==> src/rtl/dispatch_pkg.sv <==
// Shared sizing, payload type and helpers for the renamer -> issue-queue dispatch stage.
// Widths live here so the FIFO entry struct and the port lists stay in lock-step.
package dispatch_pkg;

    localparam int INST_ID_BITS = 6;
    localparam int PRN_BITS     = 6;
    localparam int MAX_OPERANDS = 3;
    localparam int FU_COUNT     = 4;
    localparam int FU_SEL_BITS  = (FU_COUNT > 1) ? $clog2(FU_COUNT) : 1;
    localparam int NUM_PRN      = 2 ** PRN_BITS;

    localparam logic [PRN_BITS-1:0] PRN_ZERO = '0;

    typedef logic [MAX_OPERANDS-1:0][PRN_BITS-1:0] prn_vec_t;

    typedef struct packed {
        logic [INST_ID_BITS-1:0] inst_id;
        logic [31:0]             raw_instr;
        logic [63:0]             pc;
        logic [FU_SEL_BITS-1:0]  fu_sel;
        logic [MAX_OPERANDS-1:0] prn_input_valid;
        prn_vec_t                prn_input;
        logic [MAX_OPERANDS-1:0] prn_output_valid;
        prn_vec_t                prn_output;
    } dispatch_entry_t;

    // Compare-based decode so an out-of-range selector yields an all-zero strobe.
    function automatic logic [FU_COUNT-1:0] fu_onehot(input logic [FU_SEL_BITS-1:0] sel);
        logic [FU_COUNT-1:0] v;
        v = '0;
        for (int s = 0; s < FU_COUNT; s++) begin
            if (sel == FU_SEL_BITS'(s)) begin
                v[s] = 1'b1;
            end
        end
        return v;
    endfunction

endpackage

==> src/rtl/dispatch_unit_prn_scoreboard.sv <==
// Physical-register ready scoreboard: writeback broadcasts set bits, dispatched dests clear them.
// Lookups see the current bit OR any same-cycle broadcast so a freshly inserted slot is never missed.
module prn_scoreboard
    import dispatch_pkg::*;
(
    input  logic                                             clk,
    input  logic                                             rst,
    input  logic [FU_COUNT-1:0][MAX_OPERANDS-1:0]            set_prn_ready,
    input  logic [FU_COUNT-1:0][MAX_OPERANDS-1:0][PRN_BITS-1:0] set_prn,
    input  logic [NUM_PRN-1:0]                               clr_vec,
    input  logic [MAX_OPERANDS-1:0]                          lookup_valid,
    input  logic [MAX_OPERANDS-1:0][PRN_BITS-1:0]            lookup_prn,
    output logic [MAX_OPERANDS-1:0]                          lookup_ready
);

    logic [NUM_PRN-1:0] r_sb;
    logic [NUM_PRN-1:0] w_set_vec;
    logic [NUM_PRN-1:0] w_sb_next;

    always_comb begin
        w_set_vec = '0;
        for (int k = 0; k < FU_COUNT; k++) begin
            for (int j = 0; j < MAX_OPERANDS; j++) begin
                if (set_prn_ready[k][j]) begin
                    w_set_vec[set_prn[k][j]] = 1'b1;
                end
            end
        end
    end

    // Clear wins over set for the same PRN; PRN 0 is pinned ready.
    always_comb begin
        w_sb_next           = (r_sb | w_set_vec) & ~clr_vec;
        w_sb_next[PRN_ZERO] = 1'b1;
    end

    always_ff @(posedge clk or posedge rst) begin
        if (rst) begin
            r_sb <= '1;
        end else begin
            r_sb <= w_sb_next;
        end
    end

    always_comb begin
        lookup_ready = '0;
        for (int j = 0; j < MAX_OPERANDS; j++) begin
            lookup_ready[j] = lookup_valid[j] &
                              (r_sb[lookup_prn[j]] | w_set_vec[lookup_prn[j]]);
        end
    end

endmodule

==> src/rtl/dispatch_unit.sv <==
// Dispatch stage: small in-order FIFO of renamed instructions steered to one issue queue per FU,
// plus the PRN ready scoreboard that supplies source-ready bits at insert time.
module dispatch_unit
    import dispatch_pkg::*;
#(
    parameter int BUF_DEPTH = 2
) (
    input  logic                                                clk,
    input  logic                                                rst,
    input  logic                                                flush,
    input  logic                                                in_valid,
    output logic                                                in_ready,
    input  logic [INST_ID_BITS-1:0]                             in_inst_id,
    input  logic [31:0]                                         in_raw_instr,
    input  logic [63:0]                                         in_pc,
    input  logic [FU_SEL_BITS-1:0]                              in_fu_sel,
    input  logic [MAX_OPERANDS-1:0]                             in_prn_input_valid,
    input  logic [MAX_OPERANDS-1:0][PRN_BITS-1:0]               in_prn_input,
    input  logic [MAX_OPERANDS-1:0]                             in_prn_output_valid,
    input  logic [MAX_OPERANDS-1:0][PRN_BITS-1:0]               in_prn_output,
    input  logic [FU_COUNT-1:0][MAX_OPERANDS-1:0]               set_prn_ready,
    input  logic [FU_COUNT-1:0][MAX_OPERANDS-1:0][PRN_BITS-1:0] set_prn,
    input  logic [FU_COUNT-1:0]                                 iq_queue_ready,
    output logic [FU_COUNT-1:0]                                 iq_inst_valid,
    output logic [INST_ID_BITS-1:0]                             iq_inst_id,
    output logic [31:0]                                         iq_raw_instr,
    output logic [63:0]                                         iq_pc,
    output logic [MAX_OPERANDS-1:0]                             iq_prn_input_valid,
    output logic [MAX_OPERANDS-1:0][PRN_BITS-1:0]               iq_prn_input,
    output logic [MAX_OPERANDS-1:0]                             iq_prn_input_ready,
    output logic [MAX_OPERANDS-1:0]                             iq_prn_output_valid,
    output logic [MAX_OPERANDS-1:0][PRN_BITS-1:0]               iq_prn_output
);

    localparam int PTR_BITS = $clog2(BUF_DEPTH);
    localparam int CNT_BITS = PTR_BITS + 1;

    dispatch_entry_t       r_mem [BUF_DEPTH];
    logic [PTR_BITS-1:0]   r_wr_ptr;
    logic [PTR_BITS-1:0]   r_rd_ptr;
    logic [CNT_BITS-1:0]   r_count;

    dispatch_entry_t       w_in_entry;
    dispatch_entry_t       w_head;
    logic                  w_empty;
    logic                  w_full;
    logic                  w_push;
    logic                  w_pop;
    logic                  w_dispatch;
    logic                  w_sel_legal;
    logic [FU_COUNT-1:0]   w_strobe;
    logic [NUM_PRN-1:0]    w_clr_vec;

    assign w_empty  = (r_count == '0);
    assign w_full   = (r_count == CNT_BITS'(BUF_DEPTH));
    assign in_ready = !w_full;
    assign w_push   = in_valid && !w_full && !flush;

    always_comb begin
        w_in_entry                  = '0;
        w_in_entry.inst_id          = in_inst_id;
        w_in_entry.raw_instr        = in_raw_instr;
        w_in_entry.pc               = in_pc;
        w_in_entry.fu_sel           = in_fu_sel;
        w_in_entry.prn_input_valid  = in_prn_input_valid;
        w_in_entry.prn_input        = in_prn_input;
        w_in_entry.prn_output_valid = in_prn_output_valid;
        w_in_entry.prn_output       = in_prn_output;
    end

    // Payload is zeroed when empty so downstream never sees stale FIFO contents.
    assign w_head = w_empty ? '0 : r_mem[r_rd_ptr];

    if ((1 << FU_SEL_BITS) > FU_COUNT) begin : g_sel_check
        assign w_sel_legal = (int'(w_head.fu_sel) < FU_COUNT);

        always_ff @(posedge clk) begin
            if (!rst && !flush && !w_empty && !w_sel_legal) begin
                $error("dispatch_unit: head fu_sel %0d out of range, dropped", w_head.fu_sel);
            end
        end
    end else begin : g_sel_full
        assign w_sel_legal = 1'b1;
    end

    assign w_strobe   = (w_empty || flush || !w_sel_legal) ? '0 : fu_onehot(w_head.fu_sel);
    assign w_dispatch = |(w_strobe & iq_queue_ready);
    // An illegal selector still pops so a bad entry cannot wedge the pipe.
    assign w_pop      = w_dispatch || (!w_empty && !flush && !w_sel_legal);

    always_comb begin
        w_clr_vec = '0;
        if (w_dispatch) begin
            for (int j = 0; j < MAX_OPERANDS; j++) begin
                if (w_head.prn_output_valid[j] && (w_head.prn_output[j] != PRN_ZERO)) begin
                    w_clr_vec[w_head.prn_output[j]] = 1'b1;
                end
            end
        end
    end

    always_ff @(posedge clk or posedge rst) begin
        if (rst) begin
            r_wr_ptr <= '0;
            r_rd_ptr <= '0;
            r_count  <= '0;
        end else if (flush) begin
            r_wr_ptr <= '0;
            r_rd_ptr <= '0;
            r_count  <= '0;
        end else begin
            if (w_push) begin
                r_wr_ptr <= r_wr_ptr + 1'b1;
            end
            if (w_pop) begin
                r_rd_ptr <= r_rd_ptr + 1'b1;
            end
            case ({w_push, w_pop})
                2'b10:   r_count <= r_count + 1'b1;
                2'b01:   r_count <= r_count - 1'b1;
                default: r_count <= r_count;
            endcase
        end
    end

    always_ff @(posedge clk) begin
        if (w_push) begin
            r_mem[r_wr_ptr] <= w_in_entry;
        end
    end

    prn_scoreboard u_scoreboard (
        .clk          (clk),
        .rst          (rst),
        .set_prn_ready(set_prn_ready),
        .set_prn      (set_prn),
        .clr_vec      (w_clr_vec),
        .lookup_valid (w_head.prn_input_valid),
        .lookup_prn   (w_head.prn_input),
        .lookup_ready (iq_prn_input_ready)
    );

    assign iq_inst_valid       = w_strobe;
    assign iq_inst_id          = w_head.inst_id;
    assign iq_raw_instr        = w_head.raw_instr;
    assign iq_pc               = w_head.pc;
    assign iq_prn_input_valid  = w_head.prn_input_valid;
    assign iq_prn_input        = w_head.prn_input;
    assign iq_prn_output_valid = w_head.prn_output_valid;
    assign iq_prn_output       = w_head.prn_output;

endmodule
==> config.mk <==
export PLATFORM = sky130hd
export DESIGN_NAME = dispatch_unit
export DESIGN_NICKNAME = d
export VERILOG_FILES = /design/src/rtl/dispatch_pkg.sv /design/src/rtl/dispatch_unit_prn_scoreboard.sv /design/src/rtl/dispatch_unit.sv
export SDC_FILE = /design/constraint.sdc
export NUM_CORES = 1
export LEC_CHECK = 0
export ABC_AREA = 1
export CAP_MARGIN = 20
export CORE_ASPECT_RATIO = 0.5
export CORE_MARGIN = 2
export CORE_UTILIZATION = 40
export DETAILED_ROUTE_END_ITERATION = 16
export PLACE_DENSITY = 0.76
export SYNTH_ARGS = -nofsm -noshare
export SYNTH_HDL_FRONTEND = slang
export SYNTH_SLANG_ARGS = --single-unit
export TNS_END_PERCENT = 5
==> constraint.sdc <==
create_clock -name clk -period 7.8 [get_ports clk]
set_input_delay 0.78 -clock clk [delete_from_list [all_inputs] [get_ports clk]]
set_output_delay 0.78 -clock clk [all_outputs]
set_load 0.01 [all_outputs]
Word-level counts from Yosys, hierarchy flattened
Memories as Yosys holds them, arrays and structs flattened.
Index checks and enable logic that the tools add are counted.
{ "op_classes": {"addsub": 4, "magnitude_cmp": 33, "eq_ne": 6, "muxes": 74, "bitwise": 23, "n_reduce_logical": 32} }
{ "ops": {"columns": ["op", "count"], "rows": [
  ["$mux 64", 18],
  ["$or 64x64->64", 14],
  ["$mux 146", 1],
  ["$lt 6x7->1 const B", 18],
  ["$demux 1 s6", 15],
  ["$ge 6x1->1 const B", 15],
  ["$and 64x64->64", 1],
  ["$not 64->64", 1],
  ["$bmux 1 s6", 6],
  ["$mux 1", 31],
  ["$logic_and 1x1->1", 20],
  ["$reduce_bool 6->1", 3],
  ["$eq 2x2->1 const B", 4],
  ["$and 4x4->4", 1],
  ["$eq 2x1->1 const B", 2],
  ["$logic_not 2->1", 2],
  ["$mux 4", 1],
  ["$pmux 2 s2", 1],
  ["$reduce_bool 2->1", 2],
  ["$reduce_or 4->1", 1],
  ["$and 1x1->1", 3],
  ["$or 1x1->1", 3],
  ["$reduce_bool 3->1", 1],
  ["$add 1x1->1 const B", 2],
  ["other kinds (5)", 6]
]} }
{ "word_totals": {"reg_bits": 67, "ramBits": 292, "inputBits": 238, "out_inout_bits": 152, "wordCells": 177, "memories": 1} }
{ "mem_list": {"columns": ["memory", "words", "width", "read_ports", "rd_ports_with_merged_regs", "write_ports", "line_no", "source"], "rows": [
  ["r_mem", 2, 146, 1, 0, 1, "dispatch_unit.sv:38", "dispatch_entry_t r_mem [BUF_DEPTH];"]
]} }

Depth between registers and ports, before layout
Gate-level depths: netlist of run 1.
{ "logic_depth": {"word_depth": 31, "depth_mapped": 18, "ltp_nobuf": 18} }

By module
Synthesis of run 1 repeated with hierarchy kept, for this count alone.
{ "hier_totals": {"cells_unflattened": 4030, "area_unflattened_um2": 26817.0} }
{ "by_module_without_submodules": {"columns": ["mod", "n_inst", "cells_per_inst", "area_each_um2", "seq_area_each_um2"], "rows": [
  ["prn_scoreboard", 1, 2782, 13613.1, 1655.3],
  ["dispatch_unit", 1, 1248, 13203.9, 8868.5]
]} }

Least setup slack after synthesis of run 1
No wires, ideal clock.
{ "synth_timing": {"path_type": "in2reg", "startpoint": "in in_valid", "endpoint": "reg r_wr_ptr", "setup_time_ns": 0.114, "t_arrival_ns": 7.666, "required_time_ns": 7.686, "setup_slack_ns": 0.020, "stages": 5, "path_buffers": 0, "cell_sequence": "nand2_1 nor2_1 inv_1 nor2_1 o21bai_1"} }
{ "synth_between": {"elab_chain_len": 3} }
{ "synth_lines": {"columns": ["item", "line_no", "source"], "rows": [
  ["start, declared", "dispatch_unit.sv:11", "input logic in_valid,"],
  ["$logic_and 1x1->1 (2 in series)", "dispatch_unit.sv:57", "assign w_push = in_valid && !w_full && !flush;"],
  ["$reduce_bool 2->1 (no line)", null, null],
  ["end signal, assigned", "dispatch_unit.sv:113", "r_wr_ptr <= r_wr_ptr + 1'b1;"],
  ["end, declared", "dispatch_unit.sv:39", "logic [PTR_BITS-1:0] r_wr_ptr;"]
]} }
Every way passes these cells.
A chain may end at the register's enable or synchronous reset.

Worst setup path in the final report of run 1
{ "layout_timing": {"startpoint": "reg r_rd_ptr", "endpoint": "out iq_prn_input_ready[1]"} }
{ "layout_between": {"elab_chain_len": 6, "word_cells_on_any_way": 8, "classes_between": "mux: 5; bitwise: 2; memory: 1"} }
{ "layout_lines": {"columns": ["item", "line_no", "source"], "rows": [
  ["start, declared", "dispatch_unit.sv:40", "logic [PTR_BITS-1:0] r_rd_ptr;"],
  ["start signal, assigned", "dispatch_unit.sv:116", "r_rd_ptr <= r_rd_ptr + 1'b1;"],
  ["$mem_v2 2x146 (*)", null, null],
  ["$mux 146 (*)", "dispatch_unit.sv:72", "assign w_head = w_empty ? '0 : r_mem[r_rd_ptr];"],
  ["$bmux 1 s6", "dispatch_unit_prn_scoreboard.sv:49", "(r_sb[lookup_prn[j]] | w_set_vec[lookup_prn[j]]);"],
  ["$mux 1 (implied by the code)", "dispatch_unit_prn_scoreboard.sv:49", null],
  ["$or 1x1->1", "dispatch_unit_prn_scoreboard.sv:49", null],
  ["$and 1x1->1 (*)", "dispatch_unit_prn_scoreboard.sv:48", "lookup_ready[j] = lookup_valid[j] &"],
  ["end, declared", "dispatch_unit.sv:30", "output logic [MAX_OPERANDS-1:0] iq_prn_input_ready,"]
]} }
Mark *: on every way between the ends. The rest lies on a longest branch, timed or not. The select of a mux whose other input is x is not followed.

==> results of run 1 <==
[per-stage QoR]
stage               hold slack [ns]  std cells
global placement              0.502       5183
detailed placement            0.502       5186
finish                        0.512       5265
global route                  0.531       5265
floorplan                     0.482       3989
CTS                           0.514       5256
[area by class of cell]
type / instances / share of cell area [%]
Sequential cell: 359 / 32.3
Inverter: 368 / 4.25
Timing Repair Buffer: 441 / 13.2
Antenna cell: 3 / 0.0230
Multi-Input combinational cell: 3140 / 42.8
Clock inverter: 17 / 0.814
Clock buffer: 53 / 3.25
Tap cell: 884 / 3.39
[cell families after synthesis]
logic type / Yosys count / share of synthesized area [%]
compound gates: 486 / 11.0
xor+xnor: 1 / 0.0333
buf+inv: 490 / 7.29
flops: 359 / 40.0
simple gates: 2653 / 41.7
[critical path: stages (launching register included)]
cell and delay, ns:
dfrtp_4 0.73, buf_4 0.63, buf_4 0.65, nor2_1 0.18, nor3_4 0.76, inv_1 0.56, nand3_1 0.27, nand3_1 0.19
nand3_1 0.14, nand2_1 0.16, nand3_1 0.15, nand2_1 0.08, inv_1 0.08, clkdlybuf4s50_1 0.53
[metal layers]
layer	GRT usage, %	part of all wire, %
met5	0	0.059
met4	17.4	4.6
met3	12.0	13
met1	56.8	40
met2	64.6	43
[synthesized netlist by cell type (2+ instances only)]
cell / number / share of area, %
a21oi_2: 3 / 0.10
nor3_2: 8 / 0.30
a31oi_1: 2 / 0.048
buf_4: 5 / 0.14
nand3_1: 415 / 7.9
and2_1: 4 / 0.095
o22ai_1: 27 / 0.64
nand2_1: 1430 / 20
inv_2: 21 / 0.30
o2111ai_1: 19 / 0.63
edfxtp_1: 292 / 33
o21a_1: 3 / 0.086
clkinv_1: 3 / 0.043
a32oi_1: 8 / 0.27
dfrtp_1: 4 / 0.38
o21ai_1: 17 / 0.32
dfstp_2: 63 / 6.3
nor3_1: 60 / 1.1
buf_2: 29 / 0.55
o221ai_1: 52 / 1.7
o211ai_1: 22 / 0.63
a21oi_1: 242 / 4.6
a221oi_1: 2 / 0.067
clkbuf_1: 67 / 0.96
o21ai_0: 82 / 1.6
nor2_2: 4 / 0.095
nor2_1: 615 / 8.8
buf_1: 18 / 0.26
nand4_1: 106 / 2.5
nand2_2: 4 / 0.095
nor3_4: 5 / 0.31
inv_1: 344 / 4.9
buf_6: 3 / 0.13
[path summary, 6_finish.rpt]
| path | to | slack, ns | depth (start not counted) |
|---|---|---|---|
| min | u_scoreboard.r_sb[5] | 0.51 | 2 |
| max reg2reg | u_scoreboard.r_sb[25] | 3.38 | 12 |
| min in group asynchronous | r_wr_ptr | 0.83 | 3 |
| max in group asynchronous | r_rd_ptr | 6.31 | 3 |
| max | iq_prn_input_ready[1] | 1.23 | 13 |
| min reg2reg | u_scoreboard.r_sb[5] | 0.51 | 2 |
[power groups by stage]
stage	Combinational, mW	Sequential [mW]	Clock (mW)
2_1_floorplan	2.39	2.39	0
3_5_place_dp	4.39	2.42	0
5_1_grt	4.78	2.40	2.01
3_3_place_gp	4.38	2.42	0
4_1_cts	4.42	2.39	1.94
6_report	4.57	2.39	1.93
[sequential cells by signal, summed over array words and instances (netlist names)]
| register | cells |
|---|---|
| r_rd_ptr | 1 |
| r_wr_ptr | 1 |
| r_mem | 292 |
| r_count | 2 |
| u_scoreboard.r_sb | 63 |
==> results.json, run 1 <==
{
  "clk_path_buf_depth": 3,
  "clock_tree.root_cell": "clkbuf_16",
  "grt_max_degree": 130,
  "cts_tree": "built",
  "dpl.hpwl_um": 116000,
  "synth-edff-count": 292,
  "switchingPower_mw": 4.03,
  "synth_nets": 4227,
  "multi_input_area_um2": 13900,
  "finalWorstSetupSlack_ns": 1.23,
  "synthArstFlopShare_pct": 18.7,
  "post_dp_cell_area_um2": 31200,
  "antenna_found_initial": 12,
  "powerDensity_nw_per_um2": 273,
  "via_per_inst": 6.06,
  "path_max_fanout": 58,
  "nets": 4586,
  "pre_cts_ws_ns": 1.95,
  "crit_path_end_kind": "output pin",
  "ys_seq_area_share_pct": 40.0,
  "portBuffers": 389,
  "htree_levels": 2,
  "r2r_start": "r_rd_ptr",
  "rows": 66,
  "switching_share_pct": 45.3,
  "p_leak_nw": 14.4,
  "final_cell_mix": "1430 x nand2_1, 612 x nor2_1, 414 x nand3_1",
  "drv_slew": 0,
  "comb_power_share_pct": 51.4,
  "grt_setup_unrepaired": "false",
  "min_period_over_period_pct": 84.3,
  "yosysWarnings": 0,
  "dieArea_um2": 68000,
  "final-setup-viol-count": 0,
  "syn_to_final_growth_pct": 23.9,
  "finalHoldViolations": 0,
  "cts_made_buffers": 38,
  "wl_per_cell_um": 28.5,
  "die_w_um": 367,
  "ys_ff_latch": 359,
  "syn_area_um2": 26300,
  "post-route-drc-count": 0,
  "grt_pass1_vias": 28700,
  "ioPinCount": 390,
  "clock-sinks": 359,
  "clock_latency_ns": 0.55,
  "ctsHoldBuffers": 0,
  "ir_drop_v": 0.000279,
  "grtUsageTotal_pct": 42.4,
  "drt-initial-drc-count": 5108,
  "synthFlopType": "edfxtp_1",
  "register_area_um2": 10500,
  "critical_path_arrival_ns": 5.79,
  "placeableCoreArea_um2": 65000,
  "initial_core_util_pct": 40.5,
  "p_seq_share_pct": 26.9,
  "hp-start": "u_scoreboard.r_sb[5]",
  "path_clk_slew_ns": 0.06,
  "setup_tns_ns": 0,
  "die_h_um": 185,
  "fmax_mhz": 152,
  "final_common_cell": "nand2_1",
  "finalPower_mw": 8.89,
  "hold_class": "reg2reg",
  "cts_resized": 0,
  "avgSynthCellArea_um2": 6.60,
  "slew_headroom_pct": 14.6,
  "path_class": "reg2out",
  "routed_wl_um": 150000,
  "grt_remaining_overflow": 0,
  "cp.required_ns": 7.02,
  "clkPwrFrac_pct": 21.7,
  "post-cts-setup-buffers": 0,
  "period_minus_slack_ns": 6.57,
  "fillers": 6443,
  "gp_congestion": 1.09,
  "finalCoreUtilization_pct": 50.2,
  "synthesis.instances": 3989,
  "p_int_mw": 4.86,
  "tightest_slew_ns": 1.28,
  "drive_above_1_share_pct": 5.41,
  "status": "completed",
  "fin_skew_ns": 0.0174,
  "drv_cap": 0,
  "ant_nets": 0,
  "grt_pass1_wl_um": 207000,
  "post-route-cell-area_um2": 32600,
  "first_pass_iters": 8,
  "startpoint": "r_rd_ptr",
  "critPathLaunchType": "flip-flop",
  "synth.distinct_cells": 43,
  "num_vias": 31900
}
Power figures use the tool's default switching activity.
==> inputs of run 2 (changes only) <==
PLACE_DENSITY = 0.74   (was 0.76)
clock period = 6.25 ns   (was 7.8 ns; I/O delays follow)
==> results.json, run 2 (synthesis results as in run 1) <==
{
  "gr-usage-met3_pct": 11.4,
  "dpl.hpwl_um": 110000,
  "drt-initial-drc-count": 5326,
  "grt_remaining_overflow": 0,
  "ctsHoldBuffers": 0,
  "fin_hold_ws_ns": 0.518,
  "largest_register_ffs": 292,
  "portBuffers": 389,
  "final_common_cell": "nand2_1",
  "grt_max_degree": 148,
  "p_leak_nw": 14.4,
  "first_pass_iters": 9,
  "top_register": "r_mem",
  "wl_per_cell_um": 27.1,
  "num_vias": 31700,
  "path_cells": "inv_4 > nand2_1 > a21oi_2 > inv_2 > nand2_2 > inv_2 > nand2_1 > nand2_1 > nor2_1 > nand2_1 > nand3_1 > nand3_1 > nand3_1 > nand3_1 > nand2_1 > inv_1 > clkdlybuf4s50_1",
  "path_class": "reg2out",
  "drv_slew": 0,
  "die_w_um": 367,
  "grtUsageMet1_pct": 53.6,
  "drive_above_1_share_pct": 5.56,
  "ant_nets": 0,
  "critPathLaunchType": "flip-flop",
  "dieArea_um2": 68000,
  "finalHoldViolations": 0,
  "grtUsageTotal_pct": 40.3,
  "syn_to_final_growth_pct": 23.9,
  "fin_skew_ns": 0.0290,
  "period_minus_slack_ns": 5.68,
  "ioPinCount": 390,
  "setup_tns_ns": 0,
  "comb_power_share_pct": 51.9,
  "fillers": 6506,
  "path_max_fanout": 44,
  "switching_share_pct": 45.2,
  "cts_resized": 0,
  "via_per_inst": 6.01,
  "tightest_slew_ns": 1.25,
  "fmax_mhz": 176,
  "antenna_found_initial": 6,
  "initial_core_util_pct": 40.5,
  "cts_tree": "built",
  "rows": 66,
  "final-setup-viol-count": 0,
  "gp_congestion": 1.16,
  "path_clk_slew_ns": 0.06,
  "grtUsageMet2_pct": 60.9,
  "crit_path_frequent_cell": "nand2_1",
  "clock_latency_ns": 0.55,
  "htree_levels": 2,
  "clock_tree.root_cell": "clkbuf_16",
  "status": "completed",
  "slew_headroom_pct": 16.2,
  "cts_made_buffers": 38,
  "min_period_over_period_pct": 90.8,
  "p_int_mw": 5.89,
  "worst_path_largest_cell_delay_ns": 0.60,
  "clock-sinks": 359,
  "powerDensity_nw_per_um2": 330,
  "clkPwrFrac_pct": 20.6,
  "cp_slowest_cell": "nand2_2",
  "p_seq_share_pct": 27.5,
  "nets": 4597,
  "clk_path_buf_depth": 3,
  "switchingPower_mw": 4.85,
  "largestRegisters": "r_mem (292), u_scoreboard.r_sb (63), r_count (2)",
  "grt_setup_unrepaired": "false",
  "critical_path_arrival_ns": 5.05,
  "ir_drop_v": 0.000417,
  "die_h_um": 185,
  "placeableCoreArea_um2": 65000,
  "final_cell_mix": "1430 x nand2_1, 612 x nor2_1, 414 x nand3_1",
  "finalPower_mw": 10.7,
  "hold_class": "reg2reg",
  "cp.required_ns": 5.62,
  "final_cells": 5272,
  "routed_wl_um": 143000,
  "post-cts-setup-buffers": 0,
  "post-route-drc-count": 0,
  "crit_path_end_kind": "output pin",
  "grt.busiest_layer": "met2",
  "drv_cap": 0,
  "grt_pass1_vias": 28500,
  "grt_pass1_wl_um": 199000,
  "dpl.cell_count": 5202
}
run 2: final cells by class:
class,instances,area (um2),share of cell area [%]
clock inverters,22,229,0.703
multi-input cells,3140,13900,42.8
flip-flops and latches,359,10500,32.3
well taps,884,1110,3.39
repair buffers,452,4400,13.5
inverters,368,1380,4.25
clock buffers,45,987,3.03
diodes,2,5.00,0.0154
run 2: per-stage QoR:
stage	util [%]	worst slack [ns]	area, um2
3_5_place_dp	48.3	1.30	31400
5_1_grt	50.1	0.441	32600
3_3_place_gp	48.3	1.31	31400
4_1_cts	50.1	0.752	32600
2_1_floorplan	-	-1.31	26300
6_report	50.1	0.572	32600
run 2: power groups by stage:
| stage | clock, mW | sequential (mW) | combinational (mW) |
|---|---|---|---|
| 2_1_floorplan | 0 | 2.98 | 2.99 |
| 3_3_place_gp | 0 | 2.99 | 5.35 |
| 3_5_place_dp | 0 | 3.00 | 5.38 |
| 4_1_cts | 2.23 | 2.95 | 5.40 |
| 5_1_grt | 2.32 | 2.97 | 5.88 |
| 6_report | 2.21 | 2.96 | 5.58 |
run 2: final timing paths:
kind | startpoint | end | slack, ns | cells past startpoint
setup / recovery | r_rd_ptr | iq_prn_input_ready[1] | 0.57 | 17
hold / removal | u_scoreboard.r_sb[53] | u_scoreboard.r_sb[53] | 0.52 | 2
setup reg to reg | r_rd_ptr | u_scoreboard.r_sb[25] | 1.95 | 11
hold reg to reg | u_scoreboard.r_sb[53] | u_scoreboard.r_sb[53] | 0.52 | 2
max in group asynchronous | rst | r_rd_ptr | 4.96 | 3
min in group asynchronous | rst | r_rd_ptr | 0.67 | 3
run 2: worst max-delay path: cells and delay by family, from the launching register on:
kind	cells	cell delay, ns
buf+inv	5	1.67
compound gates	1	0.59
simple gates	11	1.66
flops	1	0.56
run 2: layer usage:
layer / part of all wire [%] / up-vias / wire (um)
met2: 43 / 2333 / 60800
met4: 5.3 / 10 / 7570
met1: 40 / 14800 / 56400
li1: - / 14000 / -
met3: 13 / 453 / 17900
met5: 0.042 / - / 60
==> RTL change (config.mk and constraints of run 1) <==
The package constant `PRN_BITS` goes from 6 to 5.
--- a/src/rtl/dispatch_pkg.sv
+++ b/src/rtl/dispatch_pkg.sv
@@ -5,3 +5,3 @@
     localparam int INST_ID_BITS = 6;
-    localparam int PRN_BITS     = 6;
+    localparam int PRN_BITS     = 5;
     localparam int MAX_OPERANDS = 3;
Interface: changed (5 resized); port bits go from 390 to 366. No check against the original RTL was run, so the function may have changed too.
==> RTL change against run 1 <==
  * Sequential cell count down 44
  * Synthesized area down 29%
  * Sequential share of layout area is 6.8 points higher
  * Design area shrank 27%
  * Critical path type unchanged
  * Worst setup slack better by 1.1 ns
  * Power decreased by 25%
  * Wire length fell by 45%
==> RTL change: results (changes against run 1) <==
Yosys
  – Unique masters post-synth: 49 (was 43)
  – EDFF count, synth: 280 (was 292)
  – Seq/Total Area, Yosys: 50.0% (was 40.0%)
  – Synth area leaders: edfxtp_1 (45%), nand2_1 (16%), nor2_1 (7.6%) (was edfxtp_1 (33%), nand2_1 (20%), nor2_1 (8.8%))
  – Syn Nets: 2654 (was 4227)
  – Async SR Flop Fraction: 11.1% (was 18.7%)
  – Synth cell count leaders: nand2_1 (780), nor2_1 (379), edfxtp_1 (280) (was nand2_1 (1430), nor2_1 (615), nand3_1 (415))

Global route
  – Antenna violations before repair: 4 (was 12)
  – GRT Total Usage: 33.1% (was 42.4%)
  – Global-route wire length before repair: 118 mm (was 207 mm)

Final layout
  – Largest registers: r_mem x280, u_scoreboard.r_sb x31, r_count x2 (was r_mem x292, u_scoreboard.r_sb x63, r_count x2)
  – Max reg flops: 280 (was 292)
  – Layout cells sized above 1: 5.86% (was 5.41%)
  – NumNets Final: 2997 (was 4586)

Clock network
  – Maximum buffer depth of the clock tree: 3 (unchanged)
  – Clock Latency Late Sink: 0.57 ns (was 0.55 ns)
  – H-tree levels: 1 (was 2)

Place
  – Placer Congestion: 1.01 (was 1.09)
  – HPWL after detailed placement: 63.1 mm (was 116 mm)
  – Buffers on Ports: 365 (was 389)

Status
  – Outcome: finished, final reports clean (unchanged)

Worst setup path
  – Crit path max fanout: 45 (was 58)

Power and ir drop
  – Switching share of power: 41.0% (was 45.3%)
  – Comb pwr share: 47.5% (was 51.4%)
  – Max rail drop VDD: 199 uV (was 279 uV)
  – Clk pwr share: 21.5% (was 21.7%)
  – Final Total Pwr: 0.00665 W (was 0.00889 W)

STA
  – Headroom to the max-slew limit: 24.9% (was 14.6%)
  – Fin Clk Skew: 0.0179 ns (was 0.0174 ns)

Drt
  – TritonRoute pass-1 iters: 6 (was 8)
  – Vias: 19200 (was 31900)
## RTL change: cell types whose count changed in the layout (fill, tap and decap cells not counted), sizes merged, moves of 12 or more
| cell | before | now |
|---|---|---|
| a21oi | 245 | 191 |
| o221ai | 52 | 8 |
| nor2 | 619 | 390 |
| edfxtp | 292 | 280 |
| inv | 367 | 205 |
| o2111ai | 19 | 0 |
| dfstp | 63 | 31 |
| o21ai | 100 | 68 |
| o22ai | 27 | 13 |
| nand4 | 106 | 19 |
| buf | 48 | 19 |
| clkdlybuf4s50 | 389 | 365 |
| nand3 | 415 | 221 |
| nand2 | 1434 | 784 |
## RTL change: cell type report
class                           instances  area (um2)
Tap cell                              627         785
Sequential cell                       315        9330
Clock buffer                           46         883
Fill cell                            4343       21800
Inverter                              207         782
Multi-Input combinational cell       1838        8200
Timing Repair Buffer                  384        3820
Antenna cell                            3        7.51
Clock inverter                          9        71.3
## RTL change: worst paths after layout
path                                    endpoint  cells after the start  slack, ns                   from
min reg2reg                u_scoreboard.r_sb[17]                      2       0.52  u_scoreboard.r_sb[17]
max reg2reg                u_scoreboard.r_sb[24]                     11       3.87             r_count[0]
min                        u_scoreboard.r_sb[17]                      2       0.52  u_scoreboard.r_sb[17]
max in group asynchronous   u_scoreboard.r_sb[8]                      3       6.84                    rst
max                        iq_prn_input_ready[1]                     13       2.36               r_rd_ptr
min in group asynchronous             r_count[1]                      3       0.60                    rst
## RTL change: metal layers
| layer | global-route usage [%] | vias to the layer above | part of all wire, % |
|---|---|---|---|
| met5 | 0 | - | 0.016 |
| met4 | 13.3 | 2 | 4.4 |
| met3 | 5.42 | 210 | 8.1 |
| met2 | 54.1 | 1029 | 46 |
| met1 | 43.9 | 9101 | 41 |
| li1 | - | 8820 | - |
## RTL change: logic make-up (layout without fill, tap and decap cells)
logic type / Yosys count / count (layout) / share of synthesized area [%]
buf+inv: 281 / 646 / 6.20
simple gates: 1510 / 1510 / 33.8
other cells: 0 / 3 / 0
flops: 315 / 315 / 50.0
compound gates: 327 / 327 / 10.0
xor+xnor: 1 / 1 / 0.0470
## RTL change: metrics by stage
step / std cells / util [%] / worst slack, ns
finish: 3429 / 52.3 / 2.36
global route: 3429 / 52.3 / 2.15
CTS: 3425 / 52.2 / 2.50
detailed placement: 3370 / 50.1 / 2.96
global placement: 3370 / 50.1 / 2.86
floorplan: 2434 / - / 0.300
## RTL change: critical path, stage by stage, from the launching register on
cell and delay, ns:
dfrtp_4 0.60, buf_4 0.51, nand2_2 0.12, a21oi_4 0.60
inv_2 0.49, nor2_4 0.39, a21oi_1 0.12, nand2_1 0.12
nand3_1 0.09, a21oi_1 0.20, nand3_1 0.15, nand2_1 0.08
nor2_1 0.04, clkdlybuf4s50_1 0.49
